**config.mk**
```make
export PLATFORM = sky130hd
export DESIGN_NAME = s3g_tx_sched
export DESIGN_NICKNAME = d
export VERILOG_FILES = /design/src/rtl/s3g_tx_sched_pkg.sv /design/src/rtl/s3g_tx_sched_evt_queue.sv /design/src/rtl/s3g_tx_sched.sv
export SDC_FILE = /design/constraint.sdc
export NUM_CORES = 1
export LEC_CHECK = 0
export CORE_MARGIN = 2
export CORE_UTILIZATION = 56
export DETAILED_ROUTE_END_ITERATION = 10
export GPL_ROUTABILITY_DRIVEN = 0
export PLACE_DENSITY = 0.77
export SYNTH_ARGS = -nofsm -noshare
export SYNTH_HDL_FRONTEND = slang
export SYNTH_SLANG_ARGS = --single-unit
export TNS_END_PERCENT = 100
```
**constraint.sdc**
```tcl
create_clock -name clk -period 3.6 [get_ports clk]
set_input_delay 0.9 -clock clk [delete_from_list [all_inputs] [get_ports clk]]
set_output_delay 0.9 -clock clk [all_outputs]
set_load 0.05 [all_outputs]
```
**src/rtl/s3g_tx_sched_pkg.sv**
```systemverilog
// Shared constants, state/kind encodings and the S3G CRC8 step function
// used by both the packet receiver and the response sequencer.
package s3g_tx_sched_pkg;

    localparam logic [7:0] SYNC             = 8'hD5;
    localparam logic [7:0] RESP_OK          = 8'h81;
    localparam logic [7:0] RESP_CRC         = 8'h83;
    localparam int         DEFAULT_MAX_ECHO = 16;

    typedef enum logic [2:0] {
        ST_IDLE,
        ST_SEND_SYNC,
        ST_SEND_LEN,
        ST_SEND_CODE,
        ST_RD_ADDR,
        ST_RD_WAIT,
        ST_SEND_DATA,
        ST_SEND_CRC
    } tx_state_e;

    typedef enum logic {
        KIND_OK  = 1'b0,
        KIND_ERR = 1'b1
    } evt_kind_e;

    // CRC8, polynomial x^8+x^2+x+1, MSB first, one data byte per call.
    function automatic logic [7:0] nextCRC8_D8(input logic [7:0] data,
                                               input logic [7:0] crc);
        logic [7:0] c;
        c = crc ^ data;
        for (int i = 0; i < 8; i++) begin
            c = c[7] ? ({c[6:0], 1'b0} ^ 8'h07) : {c[6:0], 1'b0};
        end
        return c;
    endfunction

endpackage

```
**src/rtl/s3g_tx_sched_evt_queue.sv**
```systemverilog
// Event capture for the response sequencer: a bypassable one-deep pending
// slot plus a saturating counter of events that found the slot occupied.
module s3g_evt_queue
    import s3g_tx_sched_pkg::*;
#(
    parameter int MAX_ECHO = DEFAULT_MAX_ECHO
) (
    input  logic       clk,
    input  logic       rst_n,
    input  logic       i_packetDone,
    input  logic       i_packetError,
    input  logic [7:0] i_payloadLen,
    input  logic       i_pop,
    output logic       o_valid,
    output evt_kind_e  o_kind,
    output logic [7:0] o_len,
    output logic [7:0] o_dropCnt
);

    localparam logic [7:0] ECHO_CAP = 8'(MAX_ECHO);

    logic       w_evtIn;
    evt_kind_e  w_inKind;
    logic [7:0] w_inLen;

    logic       r_slotValid;
    evt_kind_e  r_kind;
    logic [7:0] r_len;
    logic [7:0] r_dropCnt;

    // An error pulse overrides a simultaneous good-packet pulse.
    assign w_evtIn  = i_packetDone | i_packetError;
    assign w_inKind = i_packetError ? KIND_ERR : KIND_OK;
    assign w_inLen  = i_packetError ? 8'd0 :
                      ((i_payloadLen > ECHO_CAP) ? ECHO_CAP : i_payloadLen);

    assign o_valid   = r_slotValid | w_evtIn;
    assign o_kind    = r_slotValid ? r_kind : w_inKind;
    assign o_len     = r_slotValid ? r_len  : w_inLen;
    assign o_dropCnt = r_dropCnt;

    always_ff @(posedge clk) begin
        if (!rst_n) begin
            r_slotValid <= 1'b0;
            r_kind      <= KIND_OK;
            r_len       <= 8'd0;
            r_dropCnt   <= 8'd0;
        end else if (r_slotValid) begin
            if (i_pop) begin
                r_slotValid <= w_evtIn;
                r_kind      <= w_inKind;
                r_len       <= w_inLen;
            end else if (w_evtIn && (r_dropCnt != 8'hFF)) begin
                r_dropCnt <= r_dropCnt + 8'd1;
            end
        end else if (w_evtIn && !i_pop) begin
            r_slotValid <= 1'b1;
            r_kind      <= w_inKind;
            r_len       <= w_inLen;
        end
    end

endmodule

```
**src/rtl/s3g_tx_sched.sv**
```systemverilog
// S3G response sequencer: frames SYNC/LEN/CODE/echo/CRC per received-packet
// event and feeds the bytes to the UART over the tx_wr/tx_done handshake.
module s3g_tx_sched
    import s3g_tx_sched_pkg::*;
#(
    parameter int MAX_ECHO = DEFAULT_MAX_ECHO
) (
    input  logic       clk,
    input  logic       rst_n,
    input  logic       packet_done,
    input  logic       packet_error,
    input  logic [7:0] payload_len,
    output logic [7:0] buffer_addr,
    input  logic [7:0] buffer_data,
    output logic [7:0] tx_data,
    output logic       tx_wr,
    input  logic       tx_done,
    output logic       busy,
    output logic [7:0] drop_cnt
);

    logic       w_qValid;
    evt_kind_e  w_qKind;
    logic [7:0] w_qLen;
    logic       w_pop;
    logic       w_sendState;
    logic       w_byteDone;
    logic [7:0] w_txByte;

    tx_state_e  r_state;
    logic       r_sent;
    logic [7:0] r_code;
    logic [7:0] r_echoLen;
    logic [7:0] r_echoCnt;
    logic [7:0] r_rdIdx;
    logic [7:0] r_crc;
    logic [7:0] r_txData;
    logic       r_txWr;
    logic [7:0] r_bufAddr;
    logic       r_busy;

    s3g_evt_queue #(
        .MAX_ECHO (MAX_ECHO)
    ) u_evtQueue (
        .clk           (clk),
        .rst_n         (rst_n),
        .i_packetDone  (packet_done),
        .i_packetError (packet_error),
        .i_payloadLen  (payload_len),
        .i_pop         (w_pop),
        .o_valid       (w_qValid),
        .o_kind        (w_qKind),
        .o_len         (w_qLen),
        .o_dropCnt     (drop_cnt)
    );

    assign w_sendState = (r_state == ST_SEND_SYNC) || (r_state == ST_SEND_LEN) ||
                         (r_state == ST_SEND_CODE) || (r_state == ST_SEND_DATA) ||
                         (r_state == ST_SEND_CRC);
    // tx_done only counts once our write for this state has gone out.
    assign w_byteDone  = w_sendState && r_sent && tx_done;
    assign w_pop       = w_qValid && ((r_state == ST_IDLE) ||
                                      ((r_state == ST_SEND_CRC) && w_byteDone));

    always_comb begin
        w_txByte = 8'd0;
        unique case (r_state)
            ST_SEND_SYNC: w_txByte = SYNC;
            ST_SEND_LEN:  w_txByte = 8'(r_echoLen + 8'd1);
            ST_SEND_CODE: w_txByte = r_code;
            ST_SEND_DATA: w_txByte = buffer_data;
            ST_SEND_CRC:  w_txByte = r_crc;
            default:      w_txByte = 8'd0;
        endcase
    end

    always_ff @(posedge clk) begin
        if (!rst_n) begin
            r_state   <= ST_IDLE;
            r_sent    <= 1'b0;
            r_code    <= 8'd0;
            r_echoLen <= 8'd0;
            r_echoCnt <= 8'd0;
            r_rdIdx   <= 8'd0;
            r_crc     <= 8'd0;
            r_txData  <= 8'd0;
            r_txWr    <= 1'b0;
            r_bufAddr <= 8'd0;
            r_busy    <= 1'b0;
        end else begin
            r_txWr <= 1'b0;
            if (w_sendState && !r_sent) begin
                r_txWr   <= 1'b1;
                r_txData <= w_txByte;
                r_sent   <= 1'b1;
                if ((r_state == ST_SEND_CODE) || (r_state == ST_SEND_DATA)) begin
                    r_crc <= nextCRC8_D8(w_txByte, r_crc);
                end
            end
            if (w_byteDone) begin
                r_sent <= 1'b0;
            end

            unique case (r_state)
                ST_IDLE: begin
                end
                ST_SEND_SYNC: if (w_byteDone) r_state <= ST_SEND_LEN;
                ST_SEND_LEN:  if (w_byteDone) r_state <= ST_SEND_CODE;
                ST_SEND_CODE: if (w_byteDone) begin
                    r_state <= (r_echoLen != 8'd0) ? ST_RD_ADDR : ST_SEND_CRC;
                end
                ST_RD_ADDR: begin
                    r_bufAddr <= r_rdIdx;
                    r_state   <= ST_RD_WAIT;
                end
                ST_RD_WAIT: r_state <= ST_SEND_DATA;
                ST_SEND_DATA: if (w_byteDone) begin
                    r_rdIdx   <= r_rdIdx + 8'd1;
                    r_echoCnt <= r_echoCnt - 8'd1;
                    r_state   <= (r_echoCnt == 8'd1) ? ST_SEND_CRC : ST_RD_ADDR;
                end
                ST_SEND_CRC: if (w_byteDone) begin
                    r_state <= ST_IDLE;
                    r_busy  <= 1'b0;
                end
                default: r_state <= ST_IDLE;
            endcase

            // Starting a frame overrides the CRC-done return to IDLE.
            if (w_pop) begin
                r_state   <= ST_SEND_SYNC;
                r_busy    <= 1'b1;
                r_code    <= (w_qKind == KIND_ERR) ? RESP_CRC : RESP_OK;
                r_echoLen <= w_qLen;
                r_echoCnt <= w_qLen;
                r_rdIdx   <= 8'd0;
                r_crc     <= 8'd0;
            end
        end
    end

    assign buffer_addr = r_bufAddr;
    assign tx_data     = r_txData;
    assign tx_wr       = r_txWr;
    assign busy        = r_busy;

endmodule

```
# After elaboration in Yosys (flattened, before gate mapping)
# Index checks and enable logic that the tools add are counted.
# totals
output_inout_bits	26
inputBits	21
regBits	80
word_cells	127
# op_classes
n_reduce_logical	33
order_cmp	1
bitwise	13
n_eq_ne	20
n_addsub	4
muxes	40
# op_table
op	n
$mux W8	9
$pmux W8 S5	1
$mux W3	13
$add A8 B1 Y8 const B	3
$not A3 Y3	8
$pmux W3 S7	1
$reduce_bool A8 Y1	2
$ne A3 B2 Y1 const B	5
$mux W1	13
$eq A3 B3 Y1 const B	4
$reduce_and A6 Y1	2
$ne A2 B2 Y1 const B	5
$reduce_and A2 Y1	5
$eq A8 B1 Y1 const B	1
$gt A8 B5 Y1 const B	1
$ne A8 B8 Y1 const B	1
$reduce_bool A2 Y1	4
$sub A8 B1 Y8 const B	1
$xor A8 B8 Y8	1
$logic_and A1 B1 Y1	7
$reduce_bool A7 Y1	1
$eq A3 B2 Y1 const B	2
$logic_or A1 B1 Y1	6
$mux W2	3
other kinds (8)	12

# Longest topological paths before layout
# Gate-level depths: netlist of run 1.
# depth
ltp_word	19
ltp_mapped	10

# Cells and area by module
# From an unflattened synthesis of run 1, not the netlist that was laid out.
# hier_totals
cells_unflattened	478
area_unflattened_um2	3872.5
# by_module_without_submodules
module	cells_each	n_inst	area_each_um2	seq_area_each_um2
s3g_tx_sched	373	1	2961.6	1121.1
s3g_evt_queue	105	1	910.9	360.3

# Worst setup path before layout of run 1
# Ideal clock, no wire load.
# synth_path
path_kind	input -> register
from	in tx_done
to	reg u_evtQueue.r_dropCnt[5] (netlist: u_evtQueue.o_dropCnt[5])
setup_ps	115
cell_stages	8
n_path_buf	0
slack_ps	943
required_ps	3485
t_arrival_ps	2542
cell_sequence	and2_1 -> nand4_1 -> o31ai_1 -> nor3_1 -> and4_1 -> nand3_1 -> xnor2_1 -> and2_1
# synth_via
elab_chain_cells	6
# synth_rtl
item	line_no	source
start, declared	s3g_tx_sched.sv:17	input logic tx_done,
$logic_and A1 B1 Y1	s3g_tx_sched.sv:61	assign w_byteDone = w_sendState && r_sent && tx_done;
$logic_and A1 B1 Y1	s3g_tx_sched.sv:63	((r_state == ST_SEND_CRC) && w_byteDone));
$logic_or A1 B1 Y1	s3g_tx_sched.sv:62	assign w_pop = w_qValid && ((r_state == ST_IDLE) ||
$logic_and A1 B1 Y1	s3g_tx_sched.sv:62	
$not A1 Y1 (no source line)	n/a	
$reduce_and A3 Y1 (no source line)	n/a	
end signal, assigned	s3g_tx_sched_evt_queue.sv:54	r_dropCnt <= r_dropCnt + 8'd1;
end, declared	s3g_tx_sched_evt_queue.sv:29	logic [7:0] r_dropCnt;
# No other way between the ends.
# A chain may end at the register's enable or synchronous reset.

# Worst setup path in the final report of run 1
# layout_path
from	reg r_state[0]
to	reg r_crc[4]
# layout_via
elab_chain_cells	11
# layout_rtl
item	line_no	source
start, declared	s3g_tx_sched.sv:30	tx_state_e r_state;
start signal, assigned	s3g_tx_sched.sv:110	r_state <= (r_echoLen != 8'd0) ? ST_RD_ADDR : ST_SEND_CRC;
start signal, assigned	s3g_tx_sched.sv:120	r_state <= (r_echoCnt == 8'd1) ? ST_SEND_CRC : ST_RD_ADDR;
branches (longest 11 deep; another with $pmux W8 S5)	n/a	
end signal, assigned	s3g_tx_sched.sv:97	r_crc <= nextCRC8_D8(w_txByte, r_crc);
end, declared	s3g_tx_sched.sv:36	logic [7:0] r_crc;
# Parallel ways; which one is timed is not known.

==> results of run 1 <==
[logic make-up after synthesis]
family	count (synthesis)	synth area share
xor+xnor	43	0.0965
fa+ha+maj	6	0.0186
mux	22	0.0547
compound gates	105	0.169
buf+inv	37	0.0396
flops	74	0.366
simple gates	203	0.256
[cell usage in the layout, fill, tap and decap left out, types with 4 or more instances in the layout]
cell type,n
sky130_fd_sc_hd__buf_4,11
sky130_fd_sc_hd__nor2_1,39
sky130_fd_sc_hd__o21ai_0,33
sky130_fd_sc_hd__clkdlybuf4s50_1,46
sky130_fd_sc_hd__and3_1,10
sky130_fd_sc_hd__nand4_1,5
sky130_fd_sc_hd__a21boi_0,6
sky130_fd_sc_hd__and2_1,15
sky130_fd_sc_hd__o211a_1,6
sky130_fd_sc_hd__nand3_1,13
sky130_fd_sc_hd__nor2b_1,18
sky130_fd_sc_hd__nor3b_1,4
sky130_fd_sc_hd__a211oi_1,4
sky130_fd_sc_hd__nand2_1,60
sky130_fd_sc_hd__xor2_1,19
sky130_fd_sc_hd__dfxtp_1,74
sky130_fd_sc_hd__o211ai_1,4
sky130_fd_sc_hd__mux2i_1,21
sky130_fd_sc_hd__nor3_1,8
sky130_fd_sc_hd__inv_1,8
sky130_fd_sc_hd__clkbuf_8,10
sky130_fd_sc_hd__nand2b_1,6
sky130_fd_sc_hd__xnor2_1,23
sky130_fd_sc_hd__or3_1,4
sky130_fd_sc_hd__a21oi_1,23
sky130_fd_sc_hd__ha_1,6
[worst max-delay path: cells and delay by family (launching register included)]
family / cells / cell delay [ns]
buffers and inverters: 1 / 0.36
AO/OA/AOI/OAI: 4 / 0.62
flip-flops: 1 / 0.75
AND/OR/NAND/NOR: 2 / 0.82
XOR/XNOR: 2 / 0.37
[synth_stat cells, types with 3 or more instances]
library cell,instances
sky130_fd_sc_hd__o21a_1,3
sky130_fd_sc_hd__o211ai_1,4
sky130_fd_sc_hd__nand2b_1,6
sky130_fd_sc_hd__and4_1,3
sky130_fd_sc_hd__mux2i_1,21
sky130_fd_sc_hd__a211oi_1,4
sky130_fd_sc_hd__ha_1,6
sky130_fd_sc_hd__inv_1,8
sky130_fd_sc_hd__nand2_1,60
sky130_fd_sc_hd__xnor2_1,23
sky130_fd_sc_hd__nor2_1,39
sky130_fd_sc_hd__nor2b_1,18
sky130_fd_sc_hd__nor3b_1,4
sky130_fd_sc_hd__o31ai_1,4
sky130_fd_sc_hd__o211a_1,6
sky130_fd_sc_hd__xor2_1,19
sky130_fd_sc_hd__nand4_1,5
sky130_fd_sc_hd__o21ai_0,33
sky130_fd_sc_hd__nor3_1,8
sky130_fd_sc_hd__a22oi_1,3
sky130_fd_sc_hd__dfxtp_1,74
sky130_fd_sc_hd__nand3b_1,3
sky130_fd_sc_hd__and3_1,10
sky130_fd_sc_hd__nand3_1,13
sky130_fd_sc_hd__a21boi_0,6
sky130_fd_sc_hd__or4_1,3
sky130_fd_sc_hd__and2_1,15
sky130_fd_sc_hd__buf_2,5
sky130_fd_sc_hd__a21oi_1,23
sky130_fd_sc_hd__or3_1,4
sky130_fd_sc_hd__clkbuf_1,19
sky130_fd_sc_hd__nor4_1,3
[power by group through the flow]
stage / logic [W] / clock network [W] / registers [W]
3_3_place_gp: 0.000330 / 0 / 0.000907
3_5_place_dp: 0.000337 / 0 / 0.000909
5_1_grt: 0.000375 / 0.000845 / 0.000896
4_1_cts: 0.000342 / 0.000809 / 0.000890
6_report: 0.000346 / 0.000798 / 0.000891
2_1_floorplan: 0.000213 / 0 / 0.000927
[path summary, 6_finish.rpt]
check | cells past startpoint | slack, ns | end | start
max | 9 | 0.60 | r_crc[4]$_SDFFE_PP0P_ | r_state[0]$_SDFFE_PN0P_
min | 1 | 0.48 | r_code[0]$_SDFFE_PN0P_ | r_code[0]$_SDFFE_PN0P_
max reg2reg | 9 | 0.60 | r_crc[4]$_SDFFE_PP0P_ | r_state[0]$_SDFFE_PN0P_
min reg2reg | 1 | 0.48 | r_code[0]$_SDFFE_PN0P_ | r_code[0]$_SDFFE_PN0P_
[per-stage QoR]
step | instance area [µm²] | hold slack, ns | util | std cells
final | 4840 | 0.480 | 0.701 | 631
after floorplan | 4050 | 0.432 | - | 490
after global routing | 4840 | 0.494 | 0.701 | 631
after CTS | 4840 | 0.480 | 0.701 | 631
after global placement | 4590 | 0.442 | 0.664 | 615
after detailed placement | 4590 | 0.462 | 0.664 | 615
[sequential cells by signal (all words and copies together) (netlist names)]
name and cells:
u_evtQueue.r_slotValid 1, tx_wr 1, r_sent 1, u_evtQueue.o_dropCnt 8
u_evtQueue.r_kind 1, buffer_addr 8, r_rdIdx 8, r_echoLen 8
r_state 3, r_code 2, u_evtQueue.r_len 8, tx_data 8
busy 1, r_crc 8, r_echoCnt 8
[layout make-up]
type,count,area (µm²),area share
Inverter,9,33.8,0.00698
Sequential cell,74,1480,0.306
Clock buffer,10,138,0.0284
Tap cell,96,120,0.0248
Multi-Input combinational cell,379,2410,0.498
Timing Repair Buffer,57,543,0.112
Clock inverter,6,114,0.0235
[layer usage]
layer | up-vias | track usage
li1 | 1782 | -
met1 | 1742 | 0.345
met2 | 113 | 0.435
met3 | 15 | 0.0554
met4 | 0 | 0.0882
met5 | - | 0
==> metrics.md, run 1 <==
| Metric | Value |
|---|---|
| Status | `finished, final reports clean` |
| Fraction of the yosys area taken by sequential cells | `0.366` |
| Initial standard-cell utilization of the core | `0.586` |
| Number of enable-type register cells in the synthesized netlist | `0` |
| Core area | `roughly 6900 µm²` |
| All-layer global routing usage | `0.263` |
| Fraction of power consumed by sequential logic | `0.438` |
| Post-synthesis cell area | `~4000 µm²` |
| Post-Route Setup TNS | `0 ns` |
| Post-synthesis area per instance | `8.26 µm²` |
| Setup repair after global routing missed its margin | `no` |
| Fillers | `563` |
| Post-layout minimum cycle time | `3.00 ns` |
| Critical Path, Cell by Cell | `buf_4, nor2b_1, o21ai_0, o31ai_1, o21bai_1, xnor2_1, xor2_1, or3_1, a21oi_1` |
| Root buffer selected by CTS | `sky130_fd_sc_hd__clkbuf_8` |
| Routed length on met1 | `4570 µm` |
| Clk sink count | `74` |
| Worst setup SP type | `register` |
| Max-cap violations | `0` |
| Antenna Cells | `0` |
| Category of the critical setup timing path | `register to register` |
| Worst-path fanout max | `20` |
| Overall power after layout | `0.00204 W` |
| Peak supply drop | `slightly below 300 µV` |
| Max_slew headroom | `0.196` |
| Highest attainable clock frequency | `333 MHz` |
| Final net count | `557` |
| DRC violations left | `0` |
| Global-route wire length before repair | `16200 µm` |
| Met3 WL | `about 550 µm` |
| Pin count of the biggest net entering global routing | `37` |
| Die height | `between 80 and 90 µm` |
| Int Power | `0.00147 W` |
| Kind of path behind the tightest hold check | `register to register` |
| Pre-CTS worst setup slack | `0.480 ns` |
| Die X-Extent | `roughly 90 µm` |
| Delay of the slowest cell on the worst path | `0.75 ns` |
| Iteration-0 DRC Markers | `around 300` |
| Final WL | `9920 µm` |
| Detailed Place HPWL | `around 6800 µm` |
| Proportion of power drawn by combinational gates | `0.170` |
| Leading post-synthesis cells by cell area | `sky130_fd_sc_hd__dfxtp_1 (37%), sky130_fd_sc_hd__nand2_1 (5.6%), sky130_fd_sc_hd__mux2i_1 (5.2%), sky130_fd_sc_hd__xnor2_1 (5.0%), sky130_fd_sc_hd__xor2_1 (4.1%)` |
| Count of pins on the block boundary | `47` |
| Avg WL per Cell | `15.7 µm` |
| Antenna violations before repair | `0` |
| Via count of the first global-routing pass | `3408` |
| CTS clk-pin slew, worst paths | `around 0.08 ns` |
| Post-Synthesis Cells | `490` |
| Number of buffers inserted by hold repair at cts | `0` |
| Number of nets with antenna violations after routing | `0` |
| Number of distinct library cell variants in the gate-level netlist after synthesis | `slightly below 60` |
| Total global routing overflow | `0` |
| First drt pass iteration count | `5` |
| Worst Path Arrival | `approximately 3.3 ns` |
| Max clock buf depth | `2` |
| Synth async-reset ratio | `0` |
| Worst-Skew Late Latency | `0.35 ns` |
| Layout overhead on the synthesized area | `19.6%` |
| Die Outline Area | `7920 µm²` |
| Proportion of total power due to net switching | `0.276` |
| H-tree Lvls | `3` |
| Post-DR vias/cell | `between 5 and 6` |
| TritonCTS clock tree | `built` |
| Number of endpoints failing setup at the final stage | `0` |
| Top flip-flop cell by instance count after synthesis | `sky130_fd_sc_hd__dfxtp_1` |
| Number of post-CTS setup repair buffers | `0` |
| Layout cell share with drive strength beyond 1 | `0.0654` |
| Clock power share | `0.392` |
| Leakage power figure | `1.80 nW` |
| Site row count | `30` |
| Via Count | `3652` |
| Synthesized net count | `around 520` |
| Final Hold Fails | `0` |
| Length of routed met2 wiring | `approximately 4600 µm` |
| Share of the clock period used by the worst path after layout | `0.834` |
| Slew @ Worst Pin | `approximately 1.2 ns` |
| I/O Buffers | `46` |
| P per Cell Area | `around 420 nW/µm²` |
| Power spent charging and discharging nets | `about 0.00056 W` |
| CP Data Required Time | `about 3.9 ns` |
| Number of warnings issued by yosys | `0` |
| Number of synthesized register bits | `74` |
| Share of Yosys cell area claimed by the top area cell type | `0.366` |
| Worst Slack Setup Final | `0.599 ns` |
| Clock buffer count from CTS | `9` |
| Max Used Layer | `met4` |
| Cell type contributing the most total cell area after synthesis | `sky130_fd_sc_hd__dfxtp_1` |
| Crit end category | `register` |
| Slew Limit Fails | `0` |
| CP max-delay cell | `sky130_fd_sc_hd__dfxtp_1` |
| Largest clock skew in the final design | `0.0106 ns` |
| Total of cells resized after clock tree synthesis | `0` |
(Power assumes the default switching activity.)
==> inputs of run 2 (changes only) <==
==> constraint.sdc (replaced) <==
create_clock -name clk -period 3.05 [get_ports clk]
set_input_delay 0.7625 -clock clk [delete_from_list [all_inputs] [get_ports clk]]
set_output_delay 0.7625 -clock clk [all_outputs]
set_load 0.05 [all_outputs]
==> run 2 against run 1 <==
Global-route usage is 1.2 points lower; power increased by 12%; clock-buffer cell count unchanged; critical path depth shrank 1; register-to-register slack got worse by 0.25 ns; critical path type unchanged; critical endpoint is now r_crc[2]$_SDFFE_PP0P_; largest power group unchanged.
==> metrics.md, run 2 (same netlist as run 1, synthesis figures left out) <==
| Metric | Value |
|---|---|
| Layout cell share with drive strength beyond 1 | `0.0775` |
| Post-DR vias/cell | `5.57` |
| Via count of the first global-routing pass | `~3400` |
| Share of the clock period used by the worst path after layout | `0.886` |
| Layout overhead on the synthesized area | `19.9%` |
| Final cell count without fillers | `638` |
| Worst setup SP type | `register` |
| Global-route wire length before repair | `15700 µm` |
| Highest attainable clock frequency | `about 370 MHz` |
| P per Cell Area | `between 400 and 500 nW/µm²` |
| I/O Buffers | `46` |
| Total placed cells including tap cells | `approximately 620` |
| CP max-delay cell | `sky130_fd_sc_hd__or4_1` |
| Category of the critical setup timing path | `register to register` |
| Most common library cell in the layout ignoring fill and taps | `sky130_fd_sc_hd__dfxtp_1` |
| Critical Path, Cell by Cell | `or3b_4, or4_1, and3_1, xor2_1, xnor3_1, xor2_1, or3_1, a21oi_2` |
| Iteration-0 DRC Markers | `270` |
| Number of post-CTS setup repair buffers | `0` |
| Slew @ Worst Pin | `0.907 ns` |
| Total of cells resized after clock tree synthesis | `0` |
| First drt pass iteration count | `4` |
| Root buffer selected by CTS | `sky130_fd_sc_hd__clkbuf_8` |
| Die X-Extent | `between 80 and 90 µm` |
| Final WL | `9470 µm` |
| Number of buffers inserted by hold repair at cts | `0` |
| Status | `finished, final reports clean` |
| Worst-path fanout max | `10` |
| Setup repair after global routing missed its margin | `no` |
| Die height | `89.0 µm` |
| Worst hold margin | `0.477 ns` |
| TritonCTS clock tree | `built` |
| Detailed Place HPWL | `6820 µm` |
| Overall power after layout | `0.00227 W` |
| Peak supply drop | `329 µV` |
| Die Outline Area | `7920 µm²` |
| Kind of path behind the tightest hold check | `register to register` |
| Post-Route Setup TNS | `0 ns` |
| Antenna violations before repair | `0` |
| All-layer global routing usage | `0.252` |
| Top cell family by delay on the critical path | `simple AND/OR/NAND/NOR gates` |
| Via Count | `between 3000 and 4000` |
| CTS clk-pin slew, worst paths | `0.09 ns` |
| Total global routing overflow | `0` |
| Core area | `6910 µm²` |
| Number of endpoints failing setup at the final stage | `0` |
| Post-layout minimum cycle time | `2.70 ns` |
| Max clock buf depth | `2` |
| Avg WL per Cell | `14.8 µm` |
| Slew Limit Fails | `0` |
| Clk sink count | `74` |
| Number of nets with antenna violations after routing | `0` |
| Worst Path Arrival | `3.00 ns` |
| Buf/Inv on CP | `0` |
| Delay of the slowest cell on the worst path | `~0.47 ns` |
| H-tree Lvls | `3` |
| Worst-Skew Late Latency | `0.35 ns` |
| Clock buffer count from CTS | `9` |
| Site row count | `30` |
| Initial standard-cell utilization of the core | `0.586` |
| Most frequent cell on the critical path | `sky130_fd_sc_hd__xor2_1` |
| CP Data Required Time | `3.34 ns` |
| Pin count of the biggest net entering global routing | `37` |
| Antenna Cells | `0` |
| Final Hold Fails | `0` |
| DRC violations left | `0` |
| Count of pins on the block boundary | `47` |
| Crit end category | `register` |
| Max-cap violations | `0` |
| Largest clock skew in the final design | `0.0155 ns` |
| Final net count | `564` |
| Leakage power figure | `1.82 nW` |
| Most frequent cells in the layout | `sky130_fd_sc_hd__dfxtp_1 (74), sky130_fd_sc_hd__nand2_1 (60), sky130_fd_sc_hd__clkdlybuf4s50_1 (46)` |
| Max_slew headroom | `0.390` |
run 2: final cells by class:
| cell class | instances | area [µm²] |
|---|---|---|
| Multi-Input combinational cell | 379 | 2410 |
| Fill cell | 600 | 2060 |
| Sequential cell | 74 | 1480 |
| Timing Repair Buffer | 64 | 596 |
| Clock buffer | 10 | 138 |
| Tap cell | 96 | 120 |
| Clock inverter | 6 | 71.3 |
| Inverter | 9 | 33.8 |
run 2: layer usage:
metal,up-vias,part of all wire,track usage
met1,1653,0.46,0.346
met5,-,0,0
met4,0,0.015,0.0801
met3,12,0.056,0.0489
li1,1801,-,-
met2,87,0.46,0.401
run 2: through the flow:
step	utilization	area (µm²)	worst slack, ns
global route	0.702	4850	0.210
floorplan	-	4050	0.452
CTS	0.702	4850	0.349
global placement	0.672	4640	0.198
detailed placement	0.672	4640	0.171
finish	0.702	4850	0.347
run 2: worst paths after layout:
check,cells after the start,to,from,slack (ns)
max,8,r_crc[2]$_SDFFE_PP0P_,r_state[0]$_SDFFE_PN0P_,0.35
min,1,r_code[0]$_SDFFE_PN0P_,r_code[0]$_SDFFE_PN0P_,0.48
max reg2reg,8,r_crc[2]$_SDFFE_PP0P_,r_state[0]$_SDFFE_PN0P_,0.35
min reg2reg,1,r_code[0]$_SDFFE_PN0P_,r_code[0]$_SDFFE_PN0P_,0.48
run 2: where the power goes:
group,total [W],internal [W],switching [W]
Sequential,0.00105,0.00100,0.0000430
Combinational,0.000418,0.000178,0.000241
Clock,0.000807,0.000409,0.000398
Total,0.00227,0.00159,0.000682
